`config.mk`:
```
export PLATFORM = sky130hd
export DESIGN_NAME = sad_min_reader_flat
export DESIGN_NICKNAME = d
export VERILOG_FILES = /design/src/rtl/sad_min_reader_if.sv /design/src/rtl/sad_min_reader.sv /design/src/flat_wrapper.sv
export SDC_FILE = /design/constraint.sdc
export NUM_CORES = 1
export LEC_CHECK = 0
export CORE_AREA = 2 2 67 69
export DETAILED_ROUTE_END_ITERATION = 12
export DIE_AREA = 0 0 69 71
export HOLD_SLACK_MARGIN = 0.12
export MAX_ROUTING_LAYER = met4
export PLACE_DENSITY = 0.73
export SYNTH_ARGS = -nofsm -noshare
export SYNTH_HDL_FRONTEND = slang
export SYNTH_SLANG_ARGS = --single-unit
```
`constraint.sdc`:
```
create_clock -name clk -period 3.3 [get_ports clk]
set_input_delay 0.99 -clock clk [delete_from_list [all_inputs] [get_ports clk]]
set_output_delay 0.99 -clock clk [all_outputs]
set_load 0.02 [all_outputs]
```
`src/rtl/sad_min_reader_if.sv`:
```
// sad_min_reader_if: handshake and data signals between the SAD reader and its
// surroundings.
//
//   start     : single-cycle search start pulse (to reader)
//   busy      : reader is in a search or holding a result (from reader)
//   in_valid  : in_sad carries a candidate SAD (to reader)
//   in_ready  : reader accepts a candidate this cycle (from reader)
//   in_sad    : candidate SAD, unsigned, SAD_W bits (to reader)
//   res_valid : result available (from reader)
//   res_ready : downstream takes the result (to reader)
//   res_sad   : minimum SAD found, THRESHOLD when nothing matched (from reader)
//   res_idx   : arrival index of the winning candidate (from reader)
//   res_found : at least one candidate was below THRESHOLD (from reader)
//
// IDX_W must match the IDX_W of the sad_min_reader instance it connects to.
// modport master : the side that feeds candidates and consumes the result
// modport slave  : the reader itself
interface sad_min_reader_if #(
  parameter int unsigned IDX_W = 4
);

  localparam int unsigned SAD_W = 10;

  logic             start;
  logic             busy;
  logic             in_valid;
  logic             in_ready;
  logic [SAD_W-1:0] in_sad;
  logic             res_valid;
  logic             res_ready;
  logic [SAD_W-1:0] res_sad;
  logic [IDX_W-1:0] res_idx;
  logic             res_found;

  modport master (
    output start,
    output in_valid,
    output in_sad,
    output res_ready,
    input  busy,
    input  in_ready,
    input  res_valid,
    input  res_sad,
    input  res_idx,
    input  res_found
  );

  modport slave (
    input  start,
    input  in_valid,
    input  in_sad,
    input  res_ready,
    output busy,
    output in_ready,
    output res_valid,
    output res_sad,
    output res_idx,
    output res_found
  );

endinterface

```
`src/rtl/sad_min_reader.sv`:
```
// sad_min_reader: consumes NUM_CAND accumulated SAD values from the PE array,
// one per candidate in index order, and reports the smallest value below
// THRESHOLD together with its arrival index on a valid/ready result port.
//
// Ports:
//   clk  : system clock, rising edge
//   rst  : synchronous, active-high reset; aborts any search in progress
//   bus  : sad_min_reader_if.slave (start/busy, candidate stream, result)
//
// Parameters:
//   THRESHOLD : PE saturation level; SADs >= THRESHOLD never win
//   NUM_CAND  : candidates per search (>= 2)
//   IDX_W     : candidate index width, 2**IDX_W >= NUM_CAND; must match bus
//
// busy/in_ready/res_valid are decoded from the state register only, and the
// res_* data fields are registers, so no input reaches an output in the same
// cycle.
module sad_min_reader #(
  parameter int unsigned THRESHOLD = 500,
  parameter int unsigned NUM_CAND  = 16,
  parameter int unsigned IDX_W     = 4
) (
  input  logic             clk,
  input  logic             rst,
  sad_min_reader_if.slave  bus
);

  localparam int unsigned SAD_W = 10;
  // One extra bit so the count can reach NUM_CAND without wrapping.
  localparam int unsigned CNT_W = IDX_W + 1;

  localparam logic [SAD_W-1:0] THRESH_SAD = SAD_W'(THRESHOLD);
  localparam logic [CNT_W-1:0] LAST_CNT   = CNT_W'(NUM_CAND - 1);

  typedef enum logic [1:0] {
    IDLE = 2'd0,
    SCAN = 2'd1,
    DONE = 2'd2
  } state_t;

  state_t           state;
  state_t           state_nxt;

  logic [CNT_W-1:0] count;
  logic [SAD_W-1:0] best_sad;
  logic [IDX_W-1:0] best_idx;
  logic             found;

  logic [SAD_W-1:0] res_sad_q;
  logic [IDX_W-1:0] res_idx_q;
  logic             res_found_q;

  logic             busy_d;
  logic             in_ready_d;
  logic             res_valid_d;

  logic             accept;
  logic             last_accept;
  logic             better;
  logic [SAD_W-1:0] upd_sad;
  logic [IDX_W-1:0] upd_idx;
  logic             upd_found;

  // Handshake qualifiers; in_ready_d depends on state only.
  assign accept      = in_ready_d & bus.in_valid;
  assign last_accept = accept && (count == LAST_CNT);

  // Best-so-far after the current candidate. Strict compare keeps the lowest
  // index on ties, and best_sad starting at THRESHOLD rejects saturated SADs.
  always_comb begin
    better    = bus.in_sad < best_sad;
    upd_sad   = best_sad;
    upd_idx   = best_idx;
    upd_found = found;
    if (better) begin
      upd_sad   = bus.in_sad;
      upd_idx   = IDX_W'(count);
      upd_found = 1'b1;
    end
  end

  // State register.
  always_ff @(posedge clk) begin
    if (rst) begin
      state <= IDLE;
    end else begin
      state <= state_nxt;
    end
  end

  // Next-state logic; start is only honoured in IDLE.
  always_comb begin
    state_nxt = state;
    unique case (state)
      IDLE: begin
        if (bus.start) begin
          state_nxt = SCAN;
        end
      end
      SCAN: begin
        if (last_accept) begin
          state_nxt = DONE;
        end
      end
      DONE: begin
        if (bus.res_ready) begin
          state_nxt = IDLE;
        end
      end
      default: state_nxt = IDLE;
    endcase
  end

  // State-decoded handshake outputs.
  always_comb begin
    busy_d      = 1'b0;
    in_ready_d  = 1'b0;
    res_valid_d = 1'b0;
    unique case (state)
      IDLE: begin
        busy_d = 1'b0;
      end
      SCAN: begin
        busy_d     = 1'b1;
        in_ready_d = 1'b1;
      end
      DONE: begin
        busy_d      = 1'b1;
        res_valid_d = 1'b1;
      end
      default: begin
        busy_d = 1'b0;
      end
    endcase
  end

  // Search datapath and result registers. The result loads on the final
  // accept so that the last candidate takes part in the comparison; outside
  // of that edge the result holds, including through IDLE.
  always_ff @(posedge clk) begin
    if (rst) begin
      count       <= '0;
      best_sad    <= '0;
      best_idx    <= '0;
      found       <= 1'b0;
      res_sad_q   <= '0;
      res_idx_q   <= '0;
      res_found_q <= 1'b0;
    end else begin
      unique case (state)
        IDLE: begin
          if (bus.start) begin
            count    <= '0;
            best_sad <= THRESH_SAD;
            best_idx <= '0;
            found    <= 1'b0;
          end
        end
        SCAN: begin
          if (accept) begin
            count    <= count + CNT_W'(1);
            best_sad <= upd_sad;
            best_idx <= upd_idx;
            found    <= upd_found;
          end
          if (last_accept) begin
            res_sad_q   <= upd_sad;
            res_idx_q   <= upd_idx;
            res_found_q <= upd_found;
          end
        end
        default: begin
          count <= count;
        end
      endcase
    end
  end

  assign bus.busy      = busy_d;
  assign bus.in_ready  = in_ready_d;
  assign bus.res_valid = res_valid_d;
  assign bus.res_sad   = res_sad_q;
  assign bus.res_idx   = res_idx_q;
  assign bus.res_found = res_found_q;

endmodule

```
`src/flat_wrapper.sv`:
```
// flat-port wrapper written by rule: the top's interface ports become plain ports
module sad_min_reader_flat 
#(
  parameter int unsigned THRESHOLD = 500,
  parameter int unsigned NUM_CAND  = 16,
  parameter int unsigned IDX_W     = 4
)
  (clk, rst, bus_start, bus_in_valid, bus_in_sad, bus_res_ready, bus_busy, bus_in_ready, bus_res_valid, bus_res_sad, bus_res_idx, bus_res_found);
  sad_min_reader_if #(.IDX_W(IDX_W)) bus_i ();
  input  logic clk;
  input  logic rst;
  input wire logic [$bits(bus_i.start)-1:0] bus_start;
  input wire logic [$bits(bus_i.in_valid)-1:0] bus_in_valid;
  input wire logic [$bits(bus_i.in_sad)-1:0] bus_in_sad;
  input wire logic [$bits(bus_i.res_ready)-1:0] bus_res_ready;
  output wire logic [$bits(bus_i.busy)-1:0] bus_busy;
  output wire logic [$bits(bus_i.in_ready)-1:0] bus_in_ready;
  output wire logic [$bits(bus_i.res_valid)-1:0] bus_res_valid;
  output wire logic [$bits(bus_i.res_sad)-1:0] bus_res_sad;
  output wire logic [$bits(bus_i.res_idx)-1:0] bus_res_idx;
  output wire logic [$bits(bus_i.res_found)-1:0] bus_res_found;
  assign bus_i.start = bus_start;
  assign bus_i.in_valid = bus_in_valid;
  assign bus_i.in_sad = bus_in_sad;
  assign bus_i.res_ready = bus_res_ready;
  assign bus_busy = bus_i.busy;
  assign bus_in_ready = bus_i.in_ready;
  assign bus_res_valid = bus_i.res_valid;
  assign bus_res_sad = bus_i.res_sad;
  assign bus_res_idx = bus_i.res_idx;
  assign bus_res_found = bus_i.res_found;
  sad_min_reader #(.THRESHOLD(THRESHOLD), .NUM_CAND(NUM_CAND), .IDX_W(IDX_W)) u_core (.clk(clk), .rst(rst), .bus(bus_i));
endmodule
```
=== After elaboration in Yosys (flattened, before gate mapping) ===
Index checks and enable logic that the tools add are counted.

* Bits in registers: 37
* Bits in latches: 0
* Bits in writable memories: 0
* Memory bits (read-only): 0
* Input bits: 15
* Output and inout port bits: 18
* Word-level logic and storage cells: 47
* Memories: 0

* Add/subtract/negate cells: 1
* Multipliers: 0
* Divide/modulo/power cells: 0
* Magnitude comparators: 1
* Equal/unequal tests: 7
* Shift-type cells: 0
* Muxes and demuxes: 22
* Bitwise gates (word level): 1
* Reduce and logical (&&, ||, !) cells: 7

{| class="wikitable"
|+ Operators by type and width
! cell !! number
|-
| two-way mux 10 bit || 3
|-
| case mux 10 bit (2 select lines) || 1
|-
| two-way mux 4 bit || 3
|-
| < comparator 10 bit || 1
|-
| two-way mux 5 bit || 2
|-
| case mux 5 bit (2 select lines) || 1
|-
| case mux 4 bit (2 select lines) || 1
|-
| two-way mux 1 bit || 6
|-
| two-way mux 2 bit || 3
|-
| case mux 2 bit (3 select lines) || 1
|-
| AND reduction 3 bit || 2
|-
| adder 5 x 1 -> 5 bit (second input constant) || 1
|-
| == test 5 x 4 -> 1 bit (second input constant) || 1
|-
| != test 2 x 1 -> 1 bit (second input constant) || 2
|-
| != test 2 bit (second input constant) || 2
|-
| == test 2 x 1 -> 1 bit (second input constant) || 1
|-
| == test 2 bit (second input constant) || 1
|-
| zero test 2 bit || 1
|-
| case mux 1 bit (2 select lines) || 1
|-
| AND reduction 2 bit || 1
|-
| nonzero test 2 bit || 1
|-
| OR reduction 2 bit || 1
|-
| AND 1 bit || 1
|-
| logical AND 1 bit || 1
|}

=== Logic depth before layout (Yosys ltp) ===
Gate-level depths: netlist of the first run.

* Word-level depth: 6
* Depth in mapped cells: 8
* Gate-level depth less buffers: 8

=== Worst setup path before layout of the first run ===
No wires, ideal clock.

* Path type: input to register
* Start: input port bus_in_sad[3]
* End: register u_core.best_sad[2]
* Library setup time: 86 ps
* Data arrival time: 2305 ps
* Path slack: 910 ps
* Cell stages on the path: 7
* Path buffers: 1
* Cells stage by stage: ha_1 > a211oi_1 > nor2_1 > a31oi_1 > buf_2 > nand2_1 > a211oi_1

* Cells in the longest elaborated chain, start to end: 4

{| class="wikitable"
|+ RTL lines
! element !! line !! source
|-
| from (decl) || flat_wrapper.sv:14 || <nowiki>input wire logic [$bits(bus_i.in_sad)-1:0] bus_in_sad;</nowiki>
|-
| < comparator 10 bit || sad_min_reader.sv:71 || <nowiki>better = bus.in_sad < best_sad;</nowiki>
|-
| two-way mux 10 bit || sad_min_reader.sv:75 || <nowiki>if (better) begin</nowiki>
|-
| two-way mux 10 bit || sad_min_reader.sv:160 || <nowiki>if (accept) begin</nowiki>
|-
| case mux 10 bit (2 select lines) || sad_min_reader.sv:150 || <nowiki>unique case (state)</nowiki>
|-
| to (signal assigned) || sad_min_reader.sv:162 || <nowiki>best_sad <= upd_sad;</nowiki>
|-
| to (decl) || sad_min_reader.sv:45 || <nowiki>logic [SAD_W-1:0] best_sad;</nowiki>
|}

No other way between the ends. The select of a mux whose other input is x is not followed.
A chain may end at the register's enable or synchronous reset.

=== Final worst setup path of the first run ===
* Start: input port bus_in_sad[7]
* End: register u_core.res_found_q (netlist: u_core.bus.res_found)

* Cells in the longest elaborated chain, start to end: 2

{| class="wikitable"
|+ RTL lines
! element !! line !! source
|-
| < comparator 10 bit || sad_min_reader.sv:71 ||
|-
| two-way mux 1 bit || sad_min_reader.sv:75 ||
|-
| to (signal assigned) || sad_min_reader.sv:169 || <nowiki>res_found_q <= upd_found;</nowiki>
|-
| to (decl) || sad_min_reader.sv:51 || <nowiki>logic res_found_q;</nowiki>
|}

No other way between the ends.

==> impl_metrics.env, run 1 <==
export IMPL_outcome="complete, no violations"
export IMPL_cp_max_fo=13
export IMPL_clock_sinks=37
export IMPL_holdBufCountCts=0
export IMPL_crit_type="in2reg"
export IMPL_initial_core_util_pct=47.9
export IMPL_gr_usage_all_layers_pct=21.2
export IMPL_grt_overflow=0
export IMPL_synth_area_leaders="dfxtp_1 (37%), a211oi_1 (13%), ha_1 (9.3%)"
export IMPL_finalSetupTns_ns=0
export IMPL_r2r_end="u_core.bus.res_found$_SDFFE_PP0P_"
export IMPL_synth_compound_area_share_pct=32.2
export IMPL_post_cts_resize_count=0
export IMPL_synth_nets=263
export IMPL_critPathRequiredTime_ns=3.51
export IMPL_cp_arrival_ns=2.99
export IMPL_syn_area_per_cell_um2=8.63
export IMPL_fmax_ghz=0.359
export IMPL_wl_per_cell_um=14.8
export IMPL_first_pass_iters=4
export IMPL_ys_flop_type="dfxtp_1"
export IMPL_place_hpwl_um=3420
export IMPL_antenna_cells=0
export IMPL_portBuffers=32
export IMPL_grt_pass1_wl_um=8040
export IMPL_synth_edf_count=0
export IMPL_seq_area_um2=741
export IMPL_ys_warnings_count=0
export IMPL_synth_xor_xnor_area_share_pct=0.871
export IMPL_n_fill_cell=393
export IMPL_leakage_uw=0.00104
export IMPL_netlist_area_um2=2010
export IMPL_boundaryPins=33
export IMPL_ys_ff_latch=37
export IMPL_final_util_pct=59.5
export IMPL_setup_violations=0
export IMPL_drive_gt1_share_pct=8.18
export IMPL_clock_latency_ns=0.29
export IMPL_clk_pin_slew_worst_paths_ns=0.07
export IMPL_fin_crit_ns=2.79
export IMPL_cts_max_path_buffers=2
export IMPL_tightest_slew_ns=0.653
export IMPL_synth_top_cell_by_area="dfxtp_1"
export IMPL_r2r_setup_slack_ns=1.28
export IMPL_rsz0062_at_grt="no"
export IMPL_synth_top_family_by_area="compound AO/OA/AOI/OAI gates"
export IMPL_num_vias=1784
export IMPL_ys_seq_area_share_pct=36.8
export IMPL_synthSimpleGateAreaFrac_pct=14.6
export IMPL_synth_most_common_cell="nor2_1"
export IMPL_start_kind="input port"
export IMPL_ff2ff_path_depth=8
export IMPL_power_density_nw_per_um2=598
export IMPL_multi_input_area_um2=1150
export IMPL_ant_nets=0
export IMPL_synth_cell_types=33
export IMPL_core_area_um2=4200
export IMPL_totalWireLength_um=4750
export IMPL_hold_path_class="reg2reg"
export IMPL_htree_levels=2
export IMPL_synth_fa_ha_area_share_pct=9.33
export IMPL_routed_via_density=5.56
export IMPL_cts_tree="built"
export IMPL_synth_async_reset_ratio_pct=0
export IMPL_endpoint_kind="flop"
export IMPL_grt_start_max_net_pins=30
export IMPL_synth_top_area_share_pct=36.8
export IMPL_fin_crit_sh_pct=84.5
export IMPL_cts_root_buf="clkbuf_8"
export IMPL_numCtsBuffers=5
export IMPL_place_congestion=0.794
export IMPL_fp_dieArea_um2=4900
export IMPL_slew_headroom_pct=56.4
export IMPL_drcViolationCount=0
export IMPL_synthCells=233
export IMPL_final_hold_viol_count=0
export IMPL_fin_nets=298
export IMPL_whs_path_depth=1
export IMPL_first_iter_violations=111
export IMPL_grt_pass1_vias=1658
export IMPL_ir_worst_vdd_mv=0.315
export IMPL_max_cap_violations=0
export IMPL_finClkSkew_ns=0.00335
export IMPL_cts_setup_buffers=0
export IMPL_synth_mux_area_fraction_pct=0
export IMPL_slew_viol_final=0
export IMPL_syn_to_final_growth_pct=24.4
export IMPL_die_h_um=71
export IMPL_hold_end="u_core.best_idx[2]$_SDFFE_PP0P_"
export IMPL_synth_commonest_cells="nor2_1 (43), dfxtp_1 (37), a211oi_1 (36)"
export IMPL_r2r_start="u_core.best_sad[7]$_SDFFE_PP0P_"
export IMPL_die_width_um=69
export IMPL_antenna_found_initial=0
export IMPL_min_delay_start="u_core.best_idx[2]$_SDFFE_PP0P_"
export IMPL_rows=24
==> worst max-delay path by stage <==
stage | start | endpoint | cells after the start
after detailed placement | bus_in_sad[7] | u_core.bus.res_found$_SDFFE_PP0P_ | 8
after global routing | bus_in_sad[7] | u_core.best_sad[7]$_SDFFE_PP0P_ | 8
after CTS | bus_in_sad[7] | u_core.bus.res_found$_SDFFE_PP0P_ | 8
after floorplan | bus_in_sad[3] | u_core.best_sad[2]$_SDFFE_PP0P_ | 7
after global placement | bus_in_sad[5] | u_core.best_idx[0]$_SDFFE_PP0P_ | 7
final | bus_in_sad[7] | u_core.bus.res_found$_SDFFE_PP0P_ | 8
==> kinds of logic (layout without fill, tap and decap cells) <==
group | Yosys count | in the layout
xor gates and xnor gates | 2 | 2
adders and majority gates | 15 | 15
DFF | 37 | 37
AOI/OAI and AO/OA | 84 | 84
buffers and inverters | 29 | 65
and+or+nand+nor | 66 | 66
==> critical path, stage by stage <==
cell and delay [ns]:
clkdlybuf4s50_1 0.46, ha_1 0.34, a21oi_1 0.14, o21ai_1 0.15, a31oi_1 0.24, buf_4 0.23, nand2_1 0.19, a211oi_1 0.26
==> cell usage in the layout, fill, tap and decap left out, drive strengths merged <==
cell type	Yosys	layout
inv	14	14
nor2	43	43
a31oi	2	2
a31o	1	1
clkinv	0	2
nand4	1	1
a211o	1	1
nor2b	2	2
a221oi	1	1
o21ai	2	2
and3	8	8
nor3	1	1
nand2b	3	3
nand2	5	5
ha	15	15
clkdlybuf4s50	0	32
clkbuf	9	6
a32o	8	8
a211oi	36	36
buf	6	11
a21o	1	1
a41o	1	1
nand3	3	3
o2bb2ai	1	1
xor2	2	2
dfxtp	37	37
a32oi	1	1
o21bai	20	20
a21oi	8	8
a22o	1	1
==> per-layer routing <==
| layer | up-vias | track usage [%] | part of all wire [%] |
|---|---|---|---|
| met4 | 0 | 8.50 | 1.6 |
| met1 | 828 | 26.9 | 48 |
| met5 | - | - | 0 |
| met3 | 5 | 4.70 | 3.3 |
| li1 | 925 | - | - |
| met2 | 26 | 33.0 | 47 |
==> metrics by stage <==
| step | std cells | hold slack, ns | total power (uW) | setup slack, ns | area [um^2] |
|---|---|---|---|---|---|
| finish | 321 | 0.472 | 1500 | 0.513 | 2500 |
| global route | 321 | 0.482 | 1600 | 0.411 | 2500 |
| CTS | 321 | 0.474 | 1510 | 0.525 | 2500 |
| detailed placement | 313 | 0.456 | 1200 | 0.216 | 2420 |
| global placement | 313 | 0.450 | 1180 | 0.291 | 2420 |
| floorplan | 233 | 0.437 | 988 | 0.910 | 2010 |
==> power by group <==
group / total, uW / switching (uW) / leakage [uW] / internal, uW
logic: 631 / 373 / 0.000698 / 258
clock network: 307 / 161 / 0.0000450 / 146
registers: 558 / 54.2 / 0.000300 / 504
total: 1500 / 588 / 0.00104 / 908
==> area by class of cell <==
cell class,instances,share of cell area [%]
clock buffer,6,2.90
clock inverter,2,0.400
sequential,37,29.6
tap,52,2.60
inverter,14,2.10
multi-input combinational,167,45.8
timing repair buffer,43,16.6
==> sequential cells by signal, indices dropped and copies added, names as in the netlist <==
signal                count
u_core.best_idx           4
u_core.best_sad          10
u_core.bus.res_found      1
u_core.bus.res_idx        4
u_core.bus.res_sad       10
u_core.count              5
u_core.found              1
u_core.state              2
(Power assumes the default switching activity.)
==> run 2: changes to the inputs <==
- CORE_AREA: 2 2 67 69 -> 2 2 68 70
- DIE_AREA: 0 0 69 71 -> 0 0 70 72
- PLACE_DENSITY: 0.73 -> 0.74
- clock period: 3.3 -> 2.2 ns (I/O delays scaled with it)
==> impl_metrics.env, run 2 (synthesis gave the netlist of run 1 again) <==
export IMPL_antenna_cells=0
export IMPL_drcViolationCount=0
export IMPL_totalWireLength_um=5620
export IMPL_boundaryPins=33
export IMPL_die_h_um=72
export IMPL_clock_sinks=37
export IMPL_fin_crit_sh_pct=97.3
export IMPL_r2r_end="u_core.state[0]$_SDFFE_PP0P_"
export IMPL_clk_pin_slew_worst_paths_ns=0.08
export IMPL_start_kind="input port"
export IMPL_syn_to_final_growth_pct=44.2
export IMPL_slowest_delay_ns=0.32
export IMPL_crit_type="in2reg"
export IMPL_ff2ff_path_depth=8
export IMPL_power_density_nw_per_um2=889
export IMPL_dp_cells=335
export IMPL_grt_start_max_net_pins=30
export IMPL_outcome="complete, no violations"
export IMPL_final_common_cell="nor2_1"
export IMPL_finalSetupTns_ns=0
export IMPL_critical_path_endpoint="u_core.bus.res_idx[1]$_SDFFE_PP0P_"
export IMPL_startpoint="bus_in_sad[3]"
export IMPL_rows=24
export IMPL_leakage_uw=0.00130
export IMPL_grt_pass1_vias=2048
export IMPL_num_vias=1994
export IMPL_finClkSkew_ns=0.00506
export IMPL_core_area_um2=4260
export IMPL_final_util_pct=68.0
export IMPL_first_iter_violations=101
export IMPL_numCtsBuffers=5
export IMPL_fin_crit_ns=2.14
export IMPL_ir_worst_vdd_mv=0.590
export IMPL_cts_tree="built"
export IMPL_r2r_start="u_core.count[0]$_SDFFE_PP0P_"
export IMPL_place_congestion=0.851
export IMPL_cp_arrival_ns=2.32
export IMPL_endpoint_kind="flop"
export IMPL_initial_core_util_pct=47.2
export IMPL_drive_gt1_share_pct=25.0
export IMPL_path_cells="dlygate4sd2_1 > ha_1 > a211oi_2 > nor2_1 > a22o_4 > a21oi_4 > buf_6 > buf_16 > a211oi_1"
export IMPL_clock_latency_ns=0.29
export IMPL_antenna_found_initial=0
export IMPL_ant_nets=0
export IMPL_power_uw=2580
export IMPL_fmax_ghz=0.467
export IMPL_tightest_slew_ns=0.504
export IMPL_pre_cts_ws_ns=-0.455
export IMPL_critPathRequiredTime_ns=2.38
export IMPL_hold_path_class="reg2reg"
export IMPL_place_hpwl_um=3550
export IMPL_grt_pass1_wl_um=9450
export IMPL_fin_cells=348
export IMPL_setup_violations=0
export IMPL_fp_dieArea_um2=5040
export IMPL_die_width_um=70
export IMPL_routed_via_density=5.73
export IMPL_slew_viol_final=0
export IMPL_layout_common_cells="nor2_1 (42), dfxtp_1 (37), buf_4 (30)"
export IMPL_cp_max_fo=5
export IMPL_wl_per_cell_um=16.2
export IMPL_first_pass_iters=4
export IMPL_r2r_setup_slack_ns=0.16
export IMPL_gr_usage_all_layers_pct=23.9
export IMPL_portBuffers=32
export IMPL_slowest_stage="ha_1"
export IMPL_setup_ws_ns=0.0587
export IMPL_htree_levels=2
export IMPL_max_cap_violations=0
export IMPL_final_hold_viol_count=0
export IMPL_cts_max_path_buffers=2
export IMPL_grt_overflow=0
export IMPL_slew_headroom_pct=66.4
export IMPL_cts_root_buf="clkbuf_8"
export IMPL_fin_nets=325
==> run 2: cell types whose count changed in the layout (fill, tap and decap cells not counted), moves of 2 or more <==
cell	delta
buf_4	+20
clkdlybuf4s50_1	-13
a211oi_1	-11
a211oi_2	+11
buf_6	+6
dlygate4sd2_1	+6
dlymetal6s2s_1	+6
ha_1	-3
nand2_1	-3
nand2_2	+3
a21oi_1	-2
a21oi_2	+2
ha_4	+2
==> run 2: timing repair <==
| action | CTS | global route |
|---|---|---|
| gates resized for setup | 25 | 24 |
| pin swaps | 6 | 7 |
| endpoints found under the setup margin | 31 | 32 |
| cloned | 2 | 0 |
| buffers inserted | 5 | 0 |
| hold buffers | 0 | 0 |
==> run 2: cell type report <==
type	count	area (um^2)
Clock buffer	6	72.6
Multi-Input combinational cell	167	1290
Clock inverter	2	10.0
Sequential cell	37	741
Fill cell	338	1360
Timing Repair Buffer	70	668
Tap cell	52	65.1
Inverter	14	52.6
==> run 2: power breakdown <==
group          switching [uW]  total (uW)  internal [uW]
clock                     257         478            220
sequential               89.6         844            755
combinational             694        1260            563
==> run 2: worst min-delay path by stage <==
stage          slack, ns  cells past startpoint                       startpoint                               to
3_5_place_dp        0.46                      1  u_core.best_idx[0]$_SDFFE_PP0P_  u_core.best_idx[0]$_SDFFE_PP0P_
2_1_floorplan       0.44                      2        u_core.found$_SDFFE_PP0P_        u_core.found$_SDFFE_PP0P_
4_1_cts             0.47                      1  u_core.best_idx[0]$_SDFFE_PP0P_  u_core.best_idx[0]$_SDFFE_PP0P_
3_3_place_gp        0.45                      1  u_core.best_idx[1]$_SDFFE_PP0P_  u_core.best_idx[1]$_SDFFE_PP0P_
5_1_grt             0.50                      1  u_core.best_idx[3]$_SDFFE_PP0P_  u_core.best_idx[3]$_SDFFE_PP0P_
6_report            0.47                      1  u_core.best_idx[0]$_SDFFE_PP0P_  u_core.best_idx[0]$_SDFFE_PP0P_
==> run 2: critical path, delay by kind of cell <==
kind	cells	cell delay (ns)
buf+inv	3	0.49
simple gates	1	0.12
compound gates	4	0.72
fa+ha+maj	1	0.32
==> run 2: per-stage QoR <==
step                      cell area, um^2  hold slack (ns)
after floorplan                      2010            0.437
after global placement               2600            0.449
after detailed placement             2600            0.456
after CTS                            2830            0.473
after global routing                 2900            0.503
final                                2900            0.472
==> run 2: per-layer routing <==
layer  vias up  part of all wire [%]  track usage [%]  wire (um)
li1        976                     -                -          -
met1       961                    43             27.9       2400
met2        46                    51             41.6       2870
met3        11                   4.4             4.17        246
met4         0                   1.9             8.55        104
met5         -                     0                -          0
==> run 3: changes to the inputs <==
- clock period: 2.2 -> 1.95 ns (I/O delays scaled with it)
==> impl_metrics.env, run 3 (synthesis gave the netlist of run 1 again) <==
export IMPL_outcome="complete, no violations"
export IMPL_die_width_um=70
export IMPL_pre_cts_ws_ns=-0.557
export IMPL_slew_viol_final=0
export IMPL_power_density_nw_per_um2=1040
export IMPL_final_hold_viol_count=0
export IMPL_first_pass_iters=4
export IMPL_num_vias=1933
export IMPL_place_congestion=0.842
export IMPL_setup_ws_ns=0.0153
export IMPL_ir_worst_vdd_mv=0.706
export IMPL_crit_type="in2reg"
export IMPL_holdBufCountCts=0
export IMPL_ant_nets=0
export IMPL_tightest_slew_ns=0.344
export IMPL_cts_root_buf="clkbuf_8"
export IMPL_cts_tree="built"
export IMPL_place_hpwl_um=3520
export IMPL_clock_sinks=37
export IMPL_antenna_cells=0
export IMPL_slew_headroom_pct=76.8
export IMPL_whs_ns=0.474
export IMPL_dpl_instance_area_um2=2690
export IMPL_n_fill_cell=334
export IMPL_fin_nets=327
export IMPL_use_met1_pct=25.4
export IMPL_leakage_uw=0.00125
export IMPL_layout_common_cells="nor2_1 (42), buf_4 (36), dfxtp_1 (36)"
export IMPL_clock_latency_ns=0.28
export IMPL_numCtsBuffers=5
export IMPL_final_common_cell="nor2_1"
export IMPL_core_area_um2=4260
export IMPL_startpoint="bus_in_sad[7]"
export IMPL_start_kind="input port"
export IMPL_r2r_end="u_core.bus.res_sad[8]$_SDFFE_PP0P_"
export IMPL_final_area_um2=2920
export IMPL_cp_arrival_ns=2.11
export IMPL_gr_usage_all_layers_pct=21.2
export IMPL_drcViolationCount=0
export IMPL_die_h_um=72
export IMPL_dp_cells=342
export IMPL_grt_start_max_net_pins=30
export IMPL_cp_max_fo=9
export IMPL_grt_overflow=0
export IMPL_r2r_start="u_core.best_sad[6]$_SDFFE_PP0P_"
export IMPL_grt_pass1_vias=1829
export IMPL_ff2ff_path_depth=8
export IMPL_antenna_found_initial=0
export IMPL_totalWireLength_um=5340
export IMPL_fin_crit_sh_pct=99.2
export IMPL_cts_max_path_buffers=2
export IMPL_wl_per_cell_um=15.3
export IMPL_fin_crit_ns=1.93
export IMPL_grt_busiest_layer="met2"
export IMPL_use_met3_pct=4.58
export IMPL_drive_gt1_share_pct=24.9
export IMPL_htree_levels=2
export IMPL_grt_pass1_wl_um=8400
export IMPL_fin_cells=349
export IMPL_syn_to_final_growth_pct=45.1
export IMPL_rows=24
export IMPL_portBuffers=32
export IMPL_clk_pin_slew_worst_paths_ns=0.08
export IMPL_critical_path_endpoint="u_core.bus.res_sad[8]$_SDFFE_PP0P_"
export IMPL_max_cap_violations=0
export IMPL_initial_core_util_pct=47.2
export IMPL_endpoint_kind="flop"
export IMPL_boundaryPins=33
export IMPL_fmax_ghz=0.517
export IMPL_hold_path_class="reg2reg"
export IMPL_final_util_pct=68.5
export IMPL_cts_setup_buffers=0
export IMPL_critPathRequiredTime_ns=2.12
export IMPL_use_met2_pct=36.3
export IMPL_fp_dieArea_um2=5040
export IMPL_finClkSkew_ns=0.00476
export IMPL_r2r_setup_slack_ns=0.10
export IMPL_setup_violations=0
export IMPL_routed_via_density=5.54
export IMPL_first_iter_violations=119
[run 3: report_power, final]
group | switching [uW] | internal, uW
Sequential | 90.5 | 854
Combinational | 793 | 644
Clock | 275 | 372
[run 3: cell type report]
type	count	area, um^2	share of cell area, %
clock buffer	5	68.8	2.36
tap	52	65.1	2.23
timing repair buffer	72	642	22.0
sequential	37	742	25.4
clock inverter	2	35.0	1.20
multi-input combinational	167	1320	45.0
inverter	14	52.6	1.80
[run 3: metal layers]
| metal | share of wire, % | wire length [um] |
|---|---|---|
| met1 | 46 | 2440 |
| met4 | 0.36 | 19 |
| met2 | 49 | 2640 |
| met3 | 4.5 | 241 |
| met5 | 0 | 0 |
[run 3: how the worst min path moves through the flow]
stage,startpoint,to,cells past startpoint
final,u_core.best_idx[0]$_SDFFE_PP0P_,u_core.best_idx[0]$_SDFFE_PP0P_,1
after global routing,u_core.found$_SDFFE_PP0P_,u_core.found$_SDFFE_PP0P_,2
after CTS,u_core.best_idx[0]$_SDFFE_PP0P_,u_core.best_idx[0]$_SDFFE_PP0P_,1
after floorplan,u_core.found$_SDFFE_PP0P_,u_core.found$_SDFFE_PP0P_,2
after detailed placement,u_core.best_idx[0]$_SDFFE_PP0P_,u_core.best_idx[0]$_SDFFE_PP0P_,1
after global placement,u_core.best_idx[0]$_SDFFE_PP0P_,u_core.best_idx[0]$_SDFFE_PP0P_,1
[run 3: what timing repair did]
action,in CTS,in global routing
pin swaps,14,9
setup endpoints to repair,33,27
gates resized for setup,26,19
[run 3: per-stage QoR]
step	total power [uW]	setup TNS, ns
final	3030	0
after global routing	3190	-0.181
after CTS	2880	0
after detailed placement	2190	-16.04
after global placement	2170	-14.92
after floorplan	1690	-0.209
[run 3: worst max-delay path, cell delays in order]
cell and delay [ns]:
dlygate4sd2_1 0.28, ha_4 0.30, nand2_1 0.12, nor2_4 0.13, a31oi_2 0.13, buf_4 0.20
a211oi_1 0.27, a211oi_1 0.07
